`config.mk`:
```
export PLATFORM = sky130hd
export DESIGN_NAME = baud_rate_frac
export DESIGN_NICKNAME = d
export VERILOG_FILES = /design/src/rtl/baud_pkg.sv /design/src/rtl/baud_frac_div.sv /design/src/rtl/baud_rate_frac.sv
export SDC_FILE = /design/constraint.sdc
export NUM_CORES = 1
export LEC_CHECK = 0
export BUFFER_PORTS_ARGS = -buffer_cell sky130_fd_sc_hd__buf_2
export CAP_MARGIN = 20
export CELL_PAD_IN_SITES_DETAIL_PLACEMENT = 0
export CELL_PAD_IN_SITES_GLOBAL_PLACEMENT = 1
export CORE_UTILIZATION = 46
export DETAILED_ROUTE_END_ITERATION = 16
export PLACE_DENSITY = 0.8
export SLEW_MARGIN = 15
export SYNTH_ARGS = -nofsm -noshare
export SYNTH_HDL_FRONTEND = slang
export SYNTH_SLANG_ARGS = --single-unit
```
`constraint.sdc`:
```
create_clock -name i_clk -period 4.9 [get_ports i_clk]
set_input_delay 0.245 -clock i_clk [delete_from_list [all_inputs] [get_ports i_clk]]
set_output_delay 0.245 -clock i_clk [all_outputs]
set_load 0.1 [all_outputs]
```
`src/rtl/baud_pkg.sv`:
```
// Shared widths and derived constants for the fractional baud generator.
package baud_pkg;

    localparam int NB_INT_DEF     = 16;
    localparam int NB_FRAC_DEF    = 4;
    localparam int OVERSAMPLE_DEF = 16;

    function automatic int ovs_width(input int ovs);
        return (ovs <= 2) ? 1 : $clog2(ovs);
    endfunction

    function automatic int mid_idx(input int ovs);
        return ovs / 2 - 1;
    endfunction

    localparam int NB_OVS  = ovs_width(OVERSAMPLE_DEF);
    localparam int MID_IDX = mid_idx(OVERSAMPLE_DEF);

endpackage

```
`src/rtl/baud_frac_div.sv`:
```
// Fractional divider: period counter, fraction accumulator and
// shadow/active divisor pair; emits the raw oversample tick.
module baud_frac_div
    import baud_pkg::*;
#(
    parameter int NB_INT       = NB_INT_DEF,
    parameter int NB_FRAC      = NB_FRAC_DEF,
    parameter int DEFAULT_INT  = 326,
    parameter int DEFAULT_FRAC = 0
) (
    input  logic               i_clk,
    input  logic               i_reset,
    input  logic               i_en,
    input  logic               i_resync,
    input  logic               i_div_wr,
    input  logic [NB_INT-1:0]  i_div_int,
    input  logic [NB_FRAC-1:0] i_div_frac,
    output logic               o_tick,
    output logic               o_div_pending
);

    localparam logic [NB_INT:0] CNT_ONE = (NB_INT+1)'(1);

    logic [NB_INT:0]    cnt;
    logic [NB_INT:0]    eff_int;
    logic [NB_INT:0]    limit;
    logic [NB_FRAC-1:0] frac_acc;
    logic [NB_FRAC:0]   frac_sum;
    logic               carry;
    logic [NB_INT-1:0]  act_int;
    logic [NB_FRAC-1:0] act_frac;
    logic [NB_INT-1:0]  shd_int;
    logic [NB_FRAC-1:0] shd_frac;
    logic               pending;
    logic               restart;
    logic               apply;
    logic               tick;

    always_comb begin
        eff_int  = (act_int == '0) ? CNT_ONE : {1'b0, act_int};
        limit    = eff_int + {{NB_INT{1'b0}}, carry};
        frac_sum = {1'b0, frac_acc} + {1'b0, act_frac};
        restart  = i_resync | ~i_en;
        tick     = i_en & ~i_reset & ~i_resync & (cnt == limit - CNT_ONE);
        apply    = pending & (tick | restart);
    end

    always_ff @(posedge i_clk) begin
        if (i_reset) begin
            cnt      <= '0;
            frac_acc <= '0;
            carry    <= 1'b0;
            act_int  <= NB_INT'(DEFAULT_INT);
            act_frac <= NB_FRAC'(DEFAULT_FRAC);
            shd_int  <= '0;
            shd_frac <= '0;
            pending  <= 1'b0;
        end else begin
            if (restart) begin
                cnt      <= '0;
                frac_acc <= '0;
                carry    <= 1'b0;
            end else if (tick) begin
                cnt      <= '0;
                frac_acc <= frac_sum[NB_FRAC-1:0];
                carry    <= frac_sum[NB_FRAC];
            end else begin
                cnt <= cnt + CNT_ONE;
            end

            if (apply) begin
                act_int  <= shd_int;
                act_frac <= shd_frac;
            end

            // A write in the same cycle as an apply keeps the new value pending.
            if (i_div_wr) begin
                shd_int  <= i_div_int;
                shd_frac <= i_div_frac;
                pending  <= 1'b1;
            end else if (apply) begin
                pending <= 1'b0;
            end
        end
    end

    assign o_tick        = tick;
    assign o_div_pending = pending;

endmodule

```
`src/rtl/baud_rate_frac.sv`:
```
// Fractional baud generator top: oversample tick plus bit and mid-bit
// decodes derived from the oversample phase counter.
module baud_rate_frac
    import baud_pkg::*;
#(
    parameter int NB_INT       = NB_INT_DEF,
    parameter int NB_FRAC      = NB_FRAC_DEF,
    parameter int OVERSAMPLE   = OVERSAMPLE_DEF,
    parameter int DEFAULT_INT  = 326,
    parameter int DEFAULT_FRAC = 0
) (
    input  logic               i_clk,
    input  logic               i_reset,
    input  logic               i_en,
    input  logic               i_resync,
    input  logic               i_div_wr,
    input  logic [NB_INT-1:0]  i_div_int,
    input  logic [NB_FRAC-1:0] i_div_frac,
    output logic               o_tick,
    output logic               o_bit_tick,
    output logic               o_mid_tick,
    output logic               o_div_pending
);

    localparam int               OVS_W    = ovs_width(OVERSAMPLE);
    localparam logic [OVS_W-1:0] OVS_LAST = OVS_W'(OVERSAMPLE - 1);
    localparam logic [OVS_W-1:0] OVS_MID  = OVS_W'(mid_idx(OVERSAMPLE));

    logic             tick;
    logic [OVS_W-1:0] ovs_cnt;

    baud_frac_div #(
        .NB_INT       (NB_INT),
        .NB_FRAC      (NB_FRAC),
        .DEFAULT_INT  (DEFAULT_INT),
        .DEFAULT_FRAC (DEFAULT_FRAC)
    ) u_div (
        .i_clk         (i_clk),
        .i_reset       (i_reset),
        .i_en          (i_en),
        .i_resync      (i_resync),
        .i_div_wr      (i_div_wr),
        .i_div_int     (i_div_int),
        .i_div_frac    (i_div_frac),
        .o_tick        (tick),
        .o_div_pending (o_div_pending)
    );

    always_ff @(posedge i_clk) begin
        if (i_reset || i_resync || !i_en) begin
            ovs_cnt <= '0;
        end else if (tick) begin
            ovs_cnt <= (ovs_cnt == OVS_LAST) ? '0 : ovs_cnt + OVS_W'(1);
        end
    end

    assign o_tick     = tick;
    assign o_bit_tick = tick & (ovs_cnt == OVS_LAST);
    assign o_mid_tick = tick & (ovs_cnt == OVS_MID);

endmodule

```
Word level (Yosys, flattened, before mapping)

Cells that the tools add are included.

Register bits: 67
Bits of input ports: 25

Add/sub/neg operators: 5
Equality and inequality tests: 3
Mux-type cells: 4
Bitwise operators: 11
Reduce and logical (&&, ||, !) cells: 7

Operators by type and width:

| kind                                                                  | number |
|---|---|
| 17-bit by 1-bit adder with 17-bit output                              | 1 |
| 17-bit by 1-bit adder with 17-bit output, second input constant       | 1 |
| 17-bit equality test                                                  | 1 |
| 17-bit by 1-bit subtractor with 17-bit output, second input constant  | 1 |
| 16-bit zero test                                                      | 1 |
| 16-bit 2-to-1 mux                                                     | 1 |
| 1-bit AND                                                             | 6 |
| 4-bit by 4-bit adder with 5-bit output                                | 1 |
| 4-bit by 1-bit adder with 4-bit output, second input constant         | 1 |
| 4-bit by 3-bit equality test with 1-bit output, second input constant | 1 |
| 4-bit equality test, second input constant                            | 1 |
| 4-bit 2-to-1 mux                                                      | 1 |
| 1-bit inverter                                                        | 3 |
| 3-bit OR reduction                                                    | 1 |
| 1-bit logical OR                                                      | 2 |
| 1-bit 2-to-1 mux                                                      | 2 |
| 1-bit bitwise OR                                                      | 2 |
| 2-bit nonzero test                                                    | 1 |
| 2-bit OR reduction                                                    | 1 |
| 1-bit zero test                                                       | 1 |

Depth between registers and ports, before layout

Depth after elaboration: 10
Depth in mapped cells: 16
Depth with buffers taken out: 13

Modules after synthesis

From an unflattened synthesis, not the netlist that was laid out.

Cells, all modules: 365
Area, all modules: 3358.2 sq um

By module, submodules not included:

| module         | times used | cells an instance | area each (sq um) | seq. area each (sq um) |
|---|---|---|---|---|
| baud_frac_div  | 1          | 342               | 3158.0            | 1261.2 |
| baud_rate_frac | 1          | 23                | 200.2             | 80.1 |

Worst setup path before layout

No wires, ideal clock.

Kind: register -> output
Start: reg u_div.act_int[10]
End: out o_tick
Arrival: 4697 ps
Path slack: -42 ps
Stages on the path, launching flop included: 15
Path buffers: 2
Cell sequence: dfxtp_1 > clkbuf_1 > or3_1 > nor3_1 > a21oi_1 > ha_1 > ha_1 > or3b_2 > or4b_1 > o211a_1 > a211o_1 > or4_4 > buf_6 > or2_4 > nor2_1

Cells in the longest elaborated chain, start to end: 6

Ends and longest elaborated chain:

| item                                            | RTL line             | text |
|---|---|---|
| from (decl)                                     | baud_frac_div.sv:30  | `logic [NB_INT-1:0] act_int;` |
| from (signal assigned)                          | baud_frac_div.sv:53  | `act_int <= NB_INT'(DEFAULT_INT);` |
| from (signal assigned)                          | baud_frac_div.sv:72  | `act_int <= shd_int;` |
| 16-bit zero test                                | baud_frac_div.sv:40  | `eff_int = (act_int == '0) ? CNT_ONE : {1'b0, act_int};` |
| 16-bit 2-to-1 mux *                             | baud_frac_div.sv:40  |  |
| 17-bit by 1-bit adder with 17-bit output *      | baud_frac_div.sv:41  | `limit = eff_int + {{NB_INT{1'b0}}, carry};` |
| 17-bit by 1-bit subtractor with 17-bit output * | baud_frac_div.sv:44  | `tick = i_en & ~i_reset & ~i_resync & (cnt == limit - CNT_ONE);` |
| 17-bit equality test *                          | baud_frac_div.sv:44  |  |
| 1-bit AND *                                     | baud_frac_div.sv:44  |  |
| to (decl)                                       | baud_rate_frac.sv:19 | `output logic o_tick,` |

Every way passes the cells marked *; elsewhere a longest branch is shown, timed or not.

Final worst setup path

Start: reg u_div.act_int[9]
End: out o_mid_tick

Cells in the longest elaborated chain, start to end: 7

Ends and longest elaborated chain:

| item                                            | RTL line             | text |
|---|---|---|
| 16-bit zero test                                | baud_frac_div.sv:40  |  |
| 16-bit 2-to-1 mux *                             | baud_frac_div.sv:40  |  |
| 17-bit by 1-bit adder with 17-bit output *      | baud_frac_div.sv:41  |  |
| 17-bit by 1-bit subtractor with 17-bit output * | baud_frac_div.sv:44  |  |
| 17-bit equality test *                          | baud_frac_div.sv:44  |  |
| 1-bit AND *                                     | baud_frac_div.sv:44  |  |
| 1-bit AND *                                     | baud_rate_frac.sv:59 | `assign o_mid_tick = tick & (ovs_cnt == OVS_MID);` |
| to (decl)                                       | baud_rate_frac.sv:21 | `output logic o_mid_tick,` |

Marks and branches as above.

==> impl_results.md <==
- Status: completed
- Mapped Nets: 527
- VDD IR max: 0.193 mV
- GRT overflow: 0
- Die area: 9350 µm²
- First-pass GRT wire length: 16600 µm
- Clock Latency Late Sink: 0.36 ns
- Total negative setup slack: 0 ns
- GRT Resource Usage Total: 22.0%
- Worst setup SP type: flip-flop
- Die Y: 96.7 µm
- Initial core utilization: 47.5%
- Half-perimeter wire length after placement: 6840 µm
- WL per Instance: 16.4 µm
- CTS tree: built
- Setup violators final: 0
- Crit end category: output pin
- Detailed Routing Iterations Pass 1: 4
- Final Cycle Share: 95.6%
- Htree depth: 3
- DRT antenna net count: 0
- Synth Area per Inst: 8.36 µm²
- Top-count cell post-synth: nor2_1
- Non-filler cells, final: 610
- Clk sinks: 67
- Port Buffers: 28
- CORE AREA: 8680 µm²
- Site Rows: 34
- Post-Place Cells: 594
- Worst path arrival time: 4.44 ns
- Total CTS buffers: 9
- Share of cells above drive strength 1: 16.3%
- I/O pin count: 29
- CP required: 4.66 ns
- Clock Pin Slew Worst Setup and Hold Paths: 0.09 ns
- Async set-reset flop share out of synthesis: 0%
- Pre-CTS setup slack: 0.309 ns
- ANT cells: 0
- DRC violations left: 0
- Mapped Area: 4120 µm²
- Static leakage power: 1.52 nW
- Post-synth EDFFs: 0
- Die width: 96.7 µm
- Clock Skew: 0.0128 ns
- Synth Register Bits: 67
- Fill count: 855
- Cts hold-fix bufs: 0
- YS warnings: 0
- Tmin final: 4.68 ns
- Hold Vio Cnt, Final: 0
- Total power draw: 1.22 mW
- Initial antenna violation count: 0
- Max-slew headroom: 41.2%
- RSZ-0062 raised after global routing: no
- Peak Freq: 214 MHz
- Syn Inst Count: 493
- Starting DRC count in detailed routing: 163
- Area after DPL: 4230 µm²
- Worst min path class: input pin to flip-flop
- Max Slew Vio Count: 0
- Post-synthesis sequential area ratio: 32.5%
- Yosys top cell area share: 32.5%
- Cell Pwr Density: 273 nW/µm²
- Synth unique cells: 63
- Final core utilization: 51.5%
- Clock tree buffer depth: 2
- Dominant cell type by area after synthesis: dfxtp_1
- DR vias: 3511
- Area delta synth->final: 8.47%
- Routability Congestion: 0.823
- Final setup margin: 0.217 ns
- Root Buffer: clkbuf_8
- Most area-consuming cells after synthesis: dfxtp_1 (33%), nor2_1 (6.3%), nor3b_1 (5.6%)
- Post-CTS setup buffers: 0
- Worst Hold Slack: 0.116 ns
- Least-Margin Pin Slew: 0.883 ns
- CP max FO: 10
- Final wirelength: 10000 µm
- Final #Nets: 531
- Setup CP Type: flip-flop to output pin
- Max-cap violations: 0
- Vias in the first global route: 3218
- Via density: 5.76
- Top FF cell, synth: dfxtp_1
- Largest net degree at the start of global routing: 102
- Final instance area: 4470 µm²
- Synth top cells by count: nor2_1 (69), dfxtp_1 (67), clkbuf_1 (32), nor3b_1 (31), nand2_1 (30)
-- registers in the layout (all words and copies together) (netlist names) --
register	cells
u_div.carry	1
u_div.act_frac	4
ovs_cnt	4
u_div.shd_frac	4
u_div.act_int	16
u_div.o_div_pending	1
u_div.frac_acc	4
u_div.shd_int	16
u_div.cnt	17
-- repair_timing --
item,in CTS,in global routing
gates resized for setup,2,12
gates cloned,0,0
endpoints found under the hold margin,0,0
endpoints found under the setup margin,2,3
-- cells in the final DEF, fill, tap and decap left out, types with 5 or more instances in the layout --
cell and count:
a2111oi_0 5, a211oi_1 8, a21oi_1 12, buf_2 25
buf_4 9, clkbuf_8 11, dfxtp_1 60, dfxtp_2 7
ha_1 8, inv_1 7, mux2i_1 23, nand2_1 30
nand3_1 18, nand4_1 5, nor2_1 68, nor2b_1 5
nor3_1 18, nor3b_1 30, o211ai_1 9, o21ai_0 18
o311ai_0 11, o31ai_1 5, or3_1 6, or4_1 6
or4b_2 5, xnor2_1 23, xor2_1 10
-- final timing paths --
path	startpoint	slack, ns	depth (start not counted)	end
max reg2reg	u_div.act_int[9]	0.58	12	u_div.act_int[3]
min reg2reg	u_div.frac_acc[0]	0.49	2	u_div.frac_acc[0]
max	u_div.act_int[9]	0.22	13	o_mid_tick
min	i_div_frac[2]	0.12	3	u_div.shd_frac[2]
-- area by class of cell --
class	instances	area, µm²	share of cell area [%]
Sequential cell	67	1350	30.2
Clock buffer	11	151	3.39
Timing Repair Buffer	37	223	4.98
Multi-Input combinational cell	375	2530	56.5
Inverter	7	26.3	0.588
Tap cell	108	135	3.02
Clock inverter	5	60.1	1.34
-- power breakdown --
| group | internal (mW) | total, mW | switching (mW) |
|---|---|---|---|
| logic | 0.0528 | 0.131 | 0.0785 |
| registers | 0.563 | 0.586 | 0.0230 |
| clock network | 0.265 | 0.505 | 0.240 |
-- worst max-delay path: stages, from the launching register on --
cell and delay, ns:
dfxtp_1 0.46, or3_1 0.19, nor3_1 0.06, a21oi_1 0.15, ha_1 0.19, ha_1 0.20
or3b_2 0.52, or4b_1 0.53, o211a_1 0.14, a211o_1 0.23, or4_4 0.60, or2_4 0.31
nor4_4 0.22, buf_6 0.26
-- layer usage --
metal | vias to the layer above | GRT usage [%] | wire length [µm]
met1 | 1641 | 32.0 | 5150
met4 | 0 | 6.66 | 132
met5 | - | 0 | 0
met3 | 11 | 3.90 | 360
met2 | 69 | 33.0 | 4360
li1 | 1790 | - | -
-- kinds of logic (layout without fill, tap and decap cells) --
logic type,after synthesis,after routing,synth area share [%]
adders and majority gates,9,9,2.91
DFF,67,67,32.5
AOI/OAI and AO/OA,82,82,14.1
xor gates and xnor gates,33,33,7.01
muxes,23,23,5.58
and+or+nand+nor,228,228,31.4
buffers and inverters,51,60,6.52
Power figures use the tool's default switching activity.
